==> config.mk <==
export PLATFORM = sky130hd
export DESIGN_NAME = weight_bank_loader_flat
export DESIGN_NICKNAME = d
export VERILOG_FILES = /design/src/rtl/nn_pkg.sv /design/src/rtl/weight_bank_loader_if.sv /design/src/rtl/weight_lane.sv /design/src/rtl/weight_bank_loader.sv /design/src/flat_wrapper.sv
export SDC_FILE = /design/constraint.sdc
export NUM_CORES = 1
export LEC_CHECK = 0
export ABC_AREA = 1
export BUFFER_PORTS_ARGS = -buffer_cell sky130_fd_sc_hd__buf_4
export CAP_MARGIN = 5
export CELL_PAD_IN_SITES_DETAIL_PLACEMENT = 1
export CELL_PAD_IN_SITES_GLOBAL_PLACEMENT = 1
export CORE_AREA = 10 10 181 183
export DETAILED_ROUTE_END_ITERATION = 10
export DIE_AREA = 0 0 191 193
export GPL_TIMING_DRIVEN = 0
export PLACE_DENSITY_LB_ADDON = 0.1
export SYNTH_ARGS = -nofsm -noshare
export SYNTH_HDL_FRONTEND = slang
export SYNTH_SLANG_ARGS = --single-unit
==> constraint.sdc <==
create_clock -name clk -period 5.9 [get_ports clk]
set_input_delay 1.18 -clock clk [delete_from_list [all_inputs] [get_ports clk]]
set_output_delay 1.18 -clock clk [all_outputs]
set_load 0.02 [all_outputs]
==> src/rtl/nn_pkg.sv <==
// nn_pkg: types and constants shared by the weight memory blocks.
//   state_e  - load FSM state (idle / streaming load / load complete)
//   BitSize  - default weight word width
//   weight_t - one weight word at the default width
package nn_pkg;

  localparam int unsigned BitSize = 16;

  typedef logic [BitSize-1:0] weight_t;

  typedef enum logic [1:0] {
    StIdle = 2'd0,
    StLoad = 2'd1,
    StDone = 2'd2
  } state_e;

endpackage

==> src/rtl/weight_bank_loader_if.sv <==
// weight_bank_loader_if: load stream and layer read port of the weight bank.
//   start / in_valid / in_ready / in_data : word stream into the bank
//   busy / load_done                      : load status
//   rd_en / rd_layer / rd_data / rd_valid  : whole-layer registered read port
// master drives requests (producer / MAC array side), slave is the bank.
interface weight_bank_loader_if #(
  parameter int unsigned LAYER_SIZE  = 4,
  parameter int unsigned LAYER_DEPTH = 4,
  parameter int unsigned BIT_SIZE    = 16
) ();

  logic                                 start;
  logic                                 in_valid;
  logic                                 in_ready;
  logic [BIT_SIZE-1:0]                  in_data;
  logic                                 busy;
  logic                                 load_done;
  logic                                 rd_en;
  logic [$clog2(LAYER_DEPTH)-1:0]       rd_layer;
  logic [LAYER_SIZE-1:0][BIT_SIZE-1:0]  rd_data;
  logic                                 rd_valid;

  modport master (
    output start, in_valid, in_data, rd_en, rd_layer,
    input  in_ready, busy, load_done, rd_data, rd_valid
  );

  modport slave (
    input  start, in_valid, in_data, rd_en, rd_layer,
    output in_ready, busy, load_done, rd_data, rd_valid
  );

endinterface

==> src/rtl/weight_lane.sv <==
// weight_lane: one node's weight storage, Depth x Width.
//   clk, reset        : clock, synchronous active-high reset (read register only)
//   i_we/i_waddr/i_wdata : single write port
//   i_re/i_raddr      : read request
//   o_rdata           : registered read data, holds when i_re is low
// A read and write to the same address in one cycle returns the old word.
module weight_lane #(
  parameter int unsigned Depth = 4,
  parameter int unsigned Width = 16
) (
  input  logic                     clk,
  input  logic                     reset,
  input  logic                     i_we,
  input  logic [$clog2(Depth)-1:0] i_waddr,
  input  logic [Width-1:0]         i_wdata,
  input  logic                     i_re,
  input  logic [$clog2(Depth)-1:0] i_raddr,
  output logic [Width-1:0]         o_rdata
);

  logic [Width-1:0] r_mem [Depth];
  logic [Width-1:0] r_rdata;

  // Storage is deliberately not reset.
  always_ff @(posedge clk) begin
    if (i_we) begin
      r_mem[i_waddr] <= i_wdata;
    end
  end

  // Non-blocking read of the array sees the pre-write contents.
  always_ff @(posedge clk) begin
    if (reset) begin
      r_rdata <= '0;
    end else if (i_re) begin
      r_rdata <= r_mem[i_raddr];
    end
  end

  assign o_rdata = r_rdata;

endmodule

==> src/rtl/weight_bank_loader.sv <==
// weight_bank_loader: streaming-load weight memory for one layer block.
//   clk, reset : clock, synchronous active-high reset
//   bus        : weight_bank_loader_if slave
//                - word stream loads node 0..LAYER_SIZE-1 of layer 0, then layer 1, ...
//                - read port returns all lanes of one layer, one cycle after rd_en
// The load FSM and counters live here; each lane is a weight_lane instance.
module weight_bank_loader
  import nn_pkg::*;
#(
  parameter int unsigned LAYER_SIZE  = 4,
  parameter int unsigned LAYER_DEPTH = 4,
  parameter int unsigned BIT_SIZE    = BitSize
) (
  input  logic                 clk,
  input  logic                 reset,
  weight_bank_loader_if.slave  bus
);

  localparam int unsigned NodeW  = $clog2(LAYER_SIZE);
  localparam int unsigned LayerW = $clog2(LAYER_DEPTH);
  localparam logic [NodeW-1:0]  NodeLast  = NodeW'(LAYER_SIZE - 1);
  localparam logic [LayerW-1:0] LayerLast = LayerW'(LAYER_DEPTH - 1);

  state_e              r_state;
  logic [NodeW-1:0]    r_node_cnt;
  logic [LayerW-1:0]   r_layer_cnt;
  logic                r_in_ready;
  logic                r_busy;
  logic                r_load_done;
  logic                r_rd_valid;

  logic                                w_accept;
  logic [LAYER_SIZE-1:0]               w_lane_we;
  logic [LAYER_SIZE-1:0][BIT_SIZE-1:0] w_rd_data;

  // r_in_ready is high exactly in StLoad; reset blocks the write of its own cycle.
  assign w_accept = bus.in_valid & r_in_ready & ~reset;

  always_ff @(posedge clk) begin
    if (reset) begin
      r_state     <= StIdle;
      r_node_cnt  <= '0;
      r_layer_cnt <= '0;
      r_in_ready  <= 1'b0;
      r_busy      <= 1'b0;
      r_load_done <= 1'b0;
    end else begin
      r_load_done <= 1'b0;
      unique case (r_state)
        StIdle: begin
          if (bus.start) begin
            r_state     <= StLoad;
            r_node_cnt  <= '0;
            r_layer_cnt <= '0;
            r_in_ready  <= 1'b1;
            r_busy      <= 1'b1;
          end
        end
        StLoad: begin
          // Restart wins over counter advance; a word accepted now is still written.
          if (bus.start) begin
            r_node_cnt  <= '0;
            r_layer_cnt <= '0;
          end else if (w_accept) begin
            if (r_node_cnt == NodeLast) begin
              r_node_cnt <= '0;
              if (r_layer_cnt == LayerLast) begin
                r_layer_cnt <= '0;
                r_state     <= StDone;
                r_in_ready  <= 1'b0;
                r_load_done <= 1'b1;
              end else begin
                r_layer_cnt <= r_layer_cnt + 1'b1;
              end
            end else begin
              r_node_cnt <= r_node_cnt + 1'b1;
            end
          end
        end
        StDone: begin
          if (bus.start) begin
            r_state     <= StLoad;
            r_node_cnt  <= '0;
            r_layer_cnt <= '0;
            r_in_ready  <= 1'b1;
          end else begin
            r_state <= StIdle;
            r_busy  <= 1'b0;
          end
        end
        default: begin
          r_state    <= StIdle;
          r_in_ready <= 1'b0;
          r_busy     <= 1'b0;
        end
      endcase
    end
  end

  always_ff @(posedge clk) begin
    if (reset) begin
      r_rd_valid <= 1'b0;
    end else begin
      r_rd_valid <= bus.rd_en;
    end
  end

  for (genvar i = 0; i < LAYER_SIZE; i++) begin : g_lane
    assign w_lane_we[i] = w_accept & (r_node_cnt == NodeW'(i));

    weight_lane #(
      .Depth (LAYER_DEPTH),
      .Width (BIT_SIZE)
    ) u_lane (
      .clk     (clk),
      .reset   (reset),
      .i_we    (w_lane_we[i]),
      .i_waddr (r_layer_cnt),
      .i_wdata (bus.in_data),
      .i_re    (bus.rd_en),
      .i_raddr (bus.rd_layer),
      .o_rdata (w_rd_data[i])
    );
  end

  assign bus.in_ready  = r_in_ready;
  assign bus.busy      = r_busy;
  assign bus.load_done = r_load_done;
  assign bus.rd_valid  = r_rd_valid;
  assign bus.rd_data   = w_rd_data;

endmodule

==> src/flat_wrapper.sv <==
// flat-port wrapper written by rule: the top's interface ports become plain ports
module weight_bank_loader_flat import nn_pkg::*;
#(
  parameter int unsigned LAYER_SIZE  = 4,
  parameter int unsigned LAYER_DEPTH = 4,
  parameter int unsigned BIT_SIZE    = BitSize
)
  (clk, reset, bus_start, bus_in_valid, bus_in_data, bus_rd_en, bus_rd_layer, bus_in_ready, bus_busy, bus_load_done, bus_rd_data, bus_rd_valid);
  weight_bank_loader_if #(.LAYER_SIZE(LAYER_SIZE), .LAYER_DEPTH(LAYER_DEPTH), .BIT_SIZE(BIT_SIZE)) bus_i ();
  input  logic clk;
  input  logic reset;
  input wire logic [$bits(bus_i.start)-1:0] bus_start;
  input wire logic [$bits(bus_i.in_valid)-1:0] bus_in_valid;
  input wire logic [$bits(bus_i.in_data)-1:0] bus_in_data;
  input wire logic [$bits(bus_i.rd_en)-1:0] bus_rd_en;
  input wire logic [$bits(bus_i.rd_layer)-1:0] bus_rd_layer;
  output wire logic [$bits(bus_i.in_ready)-1:0] bus_in_ready;
  output wire logic [$bits(bus_i.busy)-1:0] bus_busy;
  output wire logic [$bits(bus_i.load_done)-1:0] bus_load_done;
  output wire logic [$bits(bus_i.rd_data)-1:0] bus_rd_data;
  output wire logic [$bits(bus_i.rd_valid)-1:0] bus_rd_valid;
  assign bus_i.start = bus_start;
  assign bus_i.in_valid = bus_in_valid;
  assign bus_i.in_data = bus_in_data;
  assign bus_i.rd_en = bus_rd_en;
  assign bus_i.rd_layer = bus_rd_layer;
  assign bus_in_ready = bus_i.in_ready;
  assign bus_busy = bus_i.busy;
  assign bus_load_done = bus_i.load_done;
  assign bus_rd_data = bus_i.rd_data;
  assign bus_rd_valid = bus_i.rd_valid;
  weight_bank_loader #(.LAYER_SIZE(LAYER_SIZE), .LAYER_DEPTH(LAYER_DEPTH), .BIT_SIZE(BIT_SIZE)) u_core (.clk(clk), .reset(reset), .bus(bus_i));
endmodule
**Word-level counts from Yosys, hierarchy flattened**

Memories as Yosys holds them, arrays and structs flattened. A register that Yosys moved wholly into a read port is not among the register bits.
Index checks and enable logic that the tools add are counted.

- Register bits after elaboration: 10
- Memory bits (writable): 256
- Bits of input ports: 23
- Word-level logic and storage cells: 82
- Memories: 4

- $add $sub $neg: 2
- Equal/unequal tests: 15
- Multiplexer cells: 34
- Bitwise logic cells: 10
- Reductions and logical operators: 10

Memory list:

| memory | depth | bits a word | read ports | clocked after Yosys merged registers in | write ports | line | source |
|---|---|---|---|---|---|---|---|
| u_core.g_lane[0].u_lane.r_mem | 4 | 16 | 1 | 1 | 1 | weight_lane.sv:21 | `logic [Width-1:0] r_mem [Depth];` |
| u_core.g_lane[1].u_lane.r_mem | 4 | 16 | 1 | 1 | 1 | weight_lane.sv:21 |  |
| u_core.g_lane[2].u_lane.r_mem | 4 | 16 | 1 | 1 | 1 | weight_lane.sv:21 |  |
| u_core.g_lane[3].u_lane.r_mem | 4 | 16 | 1 | 1 | 1 | weight_lane.sv:21 |  |

Operators with widths:

| kind | count |
|---|---|
| $mux 2 | 13 |
| $mux 1 | 16 |
| $reduce_and 5->1 | 2 |
| $eq 2x2->1 const B | 4 |
| $ne 2x1->1 const B | 4 |
| $pmux 2 s2 | 2 |
| $and 1x1->1 | 6 |
| $ne 2x2->1 const B | 3 |
| $ne 3x2->1 const B | 2 |
| $pmux 2 s3 | 1 |
| $reduce_and 3->1 | 2 |
| $reduce_or 5->1 | 1 |
| $add 2x1->2 const B | 2 |
| $eq 2x1->1 const B | 2 |
| $logic_not 2->1 | 2 |
| $not 1->1 | 4 |
| $reduce_and 4->1 | 1 |
| $pmux 1 s3 | 1 |
| $pmux 1 s2 | 1 |
| $reduce_bool 2->1 | 1 |
| $reduce_or 2->1 | 1 |

**Longest topological paths before layout**

- Word-level depth: 6
- Gate-level depth with buffers: 8

**Hierarchy**

From an unflattened synthesis, not the netlist that was laid out.

- Cells, all modules: 1,072
- Area total of the unflattened synthesis: 13,464.2 sq um

Modules (own cells, without submodules):

| module | times used | cells each | area an instance (sq um) |
|---|---|---|---|
| weight_lane | 4 | 248 | 3,220.6 |
| weight_bank_loader | 1 | 80 | 581.8 |

**Worst setup path before layout**

OpenSTA, ideal clock, no wires.

- Path type: in2reg
- Start: input bus_in_valid
- End: memory u_core.g_lane[0].u_lane.r_mem[0][0] (enable)
- Library setup time: 0.388 ns
- Arrival: 2.279 ns
- Required time: 5.512 ns
- Slack: 3.233 ns
- Stages: 4
- Buffers on the path: 0
- Cell sequence: nand2_1 nor2_1 nand2_1 nor2_1

- Cells in the longest elaborated chain, start to end: 5

Ends and longest elaborated chain:

| what | line | source |
|---|---|---|
| start, declared | flat_wrapper.sv:13 | `input wire logic [$bits(bus_i.in_valid)-1:0] bus_in_valid;` |
| $and 1x1->1 (2 in a row) | weight_bank_loader.sv:37 | `assign w_accept = bus.in_valid & r_in_ready & ~reset;` |
| $and 1x1->1 | weight_bank_loader.sv:109 | `assign w_lane_we[i] = w_accept & (r_node_cnt == NodeW'(i));` |
| $mux 1 | weight_lane.sv:26 | `if (i_we) begin` |
| $mux 1 (implied by the code) | weight_lane.sv:27 | `r_mem[i_waddr] <= i_wdata;` |
| end, declared | weight_lane.sv:21 |  |

Every way passes these cells.

**Worst setup path after layout**

- Start: input reset
- End: memory u_core.g_lane[2].u_lane.r_mem[2][8] (enable)

- Cells in the longest elaborated chain, start to end: 5

Ends and longest elaborated chain:

| what | line | source |
|---|---|---|
| start, declared | flat_wrapper.sv:11 | `input logic reset;` |
| $not 1->1 | weight_bank_loader.sv:37 |  |
| $and 1x1->1 | weight_bank_loader.sv:37 |  |
| $and 1x1->1 | weight_bank_loader.sv:109 |  |
| $mux 1 | weight_lane.sv:26 |  |
| $mux 1 (implied by the code) | weight_lane.sv:27 |  |
| end, declared | weight_lane.sv:21 |  |

Every way passes these cells.

==> results.json <==
{
  "end_kind": "flop",
  "start_kind": "input pin",
  "finalCritPeriodShare_pct": 43.1,
  "ir_worst_vdd_mv": 0.206,
  "synth_area_leaders": "edfxtp_1, nor2_1, dfxtp_1",
  "die-area_um2": 36900,
  "tritoncts": "done",
  "clock_path_buffers": 3,
  "ys_seq_area_share_pct": 71.3,
  "period_needed_ps": 2550,
  "synth_top_area_share_pct": 59.8,
  "ys_warn_count": 0,
  "holdWs_ps": 478,
  "drtIter0Drc": 575,
  "grt_overflow": 0,
  "ant_nets": 0,
  "drive_above_1_share_pct": 15.6,
  "p_per_area_nw_per_um2": 332,
  "n_fill_cell": 3156,
  "antenna_found_initial": 0,
  "grt_pass1_vias": 9351,
  "placementRows": 63,
  "yosysTopAreaCell": "edfxtp_1",
  "syn_nets": 1214,
  "synth_cell_types": 19,
  "fin_util_pct": 52.9,
  "most-common-layout-cells": "nor2_1, edfxtp_1, o21ai_0",
  "status": "complete, no violations",
  "fmax_mhz": 393,
  "synth.avg_cell_area_um2": 10.9,
  "clock-skew-final_ps": 11.3,
  "portBuffers": 89,
  "drv_cap": 0,
  "post-place-cells": 1677,
  "clock-root-buffer": "clkbuf_16",
  "core_um2": 29200,
  "hold_buffers": 0,
  "num_vias": 8971,
  "place_congestion": 0.789,
  "final_hold_viol_count": 0,
  "hpwl_um": 24300,
  "die_x_um": 191,
  "fin_cells": 1745,
  "area_growth_pct": 20.3,
  "synth_cells": 1183,
  "p_leak_uw": 0.00610,
  "wl_um": 35400,
  "clock_latency_ps": 520,
  "grt_first_pass_wirelength_um": 54500,
  "synthesis.area_um2": 12900,
  "cts_resized": 0,
  "tightestPinTransition_ps": 1030,
  "via_per_inst": 5.14,
  "critPathKind": "input pin to flop",
  "hold_class": "flop to flop",
  "setup_tns_ps": 0,
  "synth-seq-cells": 330,
  "antenna_cells": 0,
  "wl_per_cell_um": 20.3,
  "final_common_cell": "nor2_1",
  "path_max_fanout": 16,
  "cts_setup_buffers": 0,
  "h-tree-depth": 2,
  "path_clk_slew_ps": 50,
  "arrival_ps": 2680,
  "grt_max_degree": 17,
  "grt_use_total_pct": 19.3,
  "cts_buffers": 37,
  "die_h_um": 193,
  "nNetsFinal": 1357,
  "drc": 0,
  "start_util_pct": 44.0,
  "required_ps": 6040,
  "first_pass_iters": 5,
  "cts_sinks": 330,
  "finalSetupViolations": 0,
  "rsz0062_at_grt": "no",
  "max_slew_margin_pct": 31.6,
  "boundaryPins": 91,
  "finalMaxSlewViolations": 0,
  "power_uw": 5140
}
-- where the power goes --
group / switching [uW] / total, uW / internal (uW)
clock network: 896 / 2170 / 1270
registers: 22.5 / 2570 / 2540
logic: 269 / 405 / 136
-- per-stage QoR --
stage               area [um^2]  setup slack (ps)
detailed placement        14300              2820
CTS                       15500              3360
finish                    15500              3350
global placement          14000              2210
global route              15500              3230
floorplan                 12900              3230
-- worst max-delay path, cell delays in order --
cell,delay [ps]
buf_4,140
nor2_1,280
nand2_1,240
nor2_2,820
-- cell type report --
cell class                 instances  area [um^2]  area share (%)
sequential                       330         9170            59.3
multi-input combinational        710         3040            19.7
clock buffer                      50         1040            6.71
timing repair buffer             104          940            6.08
tap                              390          488            3.16
buffer                            62          382            2.47
inverter                          81          304            1.97
clock inverter                    18          106           0.688
-- routing by layer --
layer  GRT usage [%]  part of all wire [%]
met4            5.48                   2.0
met5               0                     0
met2            32.9                    49
met3            3.35                   6.0
met1            25.0                    43
-- synthesized netlist by cell type --
cell      instances
a21oi_1           4
buf_1            11
buf_2            18
buf_4             1
buf_6            15
clkbuf_1          9
clkbuf_2          8
dfxtp_1          74
edfxtp_1        256
ha_1              8
inv_1            78
inv_2             3
nand2_1          82
nand3_1          71
nand4_1           2
nor2_1          412
o21a_1            1
o21ai_0         104
o21ai_1          26
-- kinds of logic (layout without fill, tap and decap cells) --
group | after synthesis | count (layout) | share of synthesized area [%]
buffers and inverters | 143 | 315 | 5.33
and+or+nand+nor | 567 | 567 | 17.3
AOI/OAI and AO/OA | 135 | 135 | 5.28
adders and majority gates | 8 | 8 | 0.779
DFF | 330 | 330 | 71.3
-- flip-flops by register name, indices dropped and copies added (netlist names) --
signal / count
u_core.g_lane.u_lane.r_mem: 256
u_core.g_lane.u_lane.o_rdata: 64
u_core.r_layer_cnt: 2
u_core.r_node_cnt: 2
u_core.r_state: 2
u_core.bus.busy: 1
u_core.bus.in_ready: 1
u_core.bus.load_done: 1
u_core.bus.rd_valid: 1
-- worst paths after layout --
check                            from                             endpoint  slack (ps)  depth (start not counted)
hold / removal        u_core.bus.busy                      u_core.bus.busy         480                          2
hold reg to reg       u_core.bus.busy                      u_core.bus.busy         480                          2
setup / recovery                reset  u_core.g_lane[2].u_lane.r_mem[2][8]        3350                          4
setup reg to reg  u_core.bus.in_ready  u_core.g_lane[2].u_lane.r_mem[2][8]        3710                          4
No activity file was read; power rests on OpenSTA's default activity.
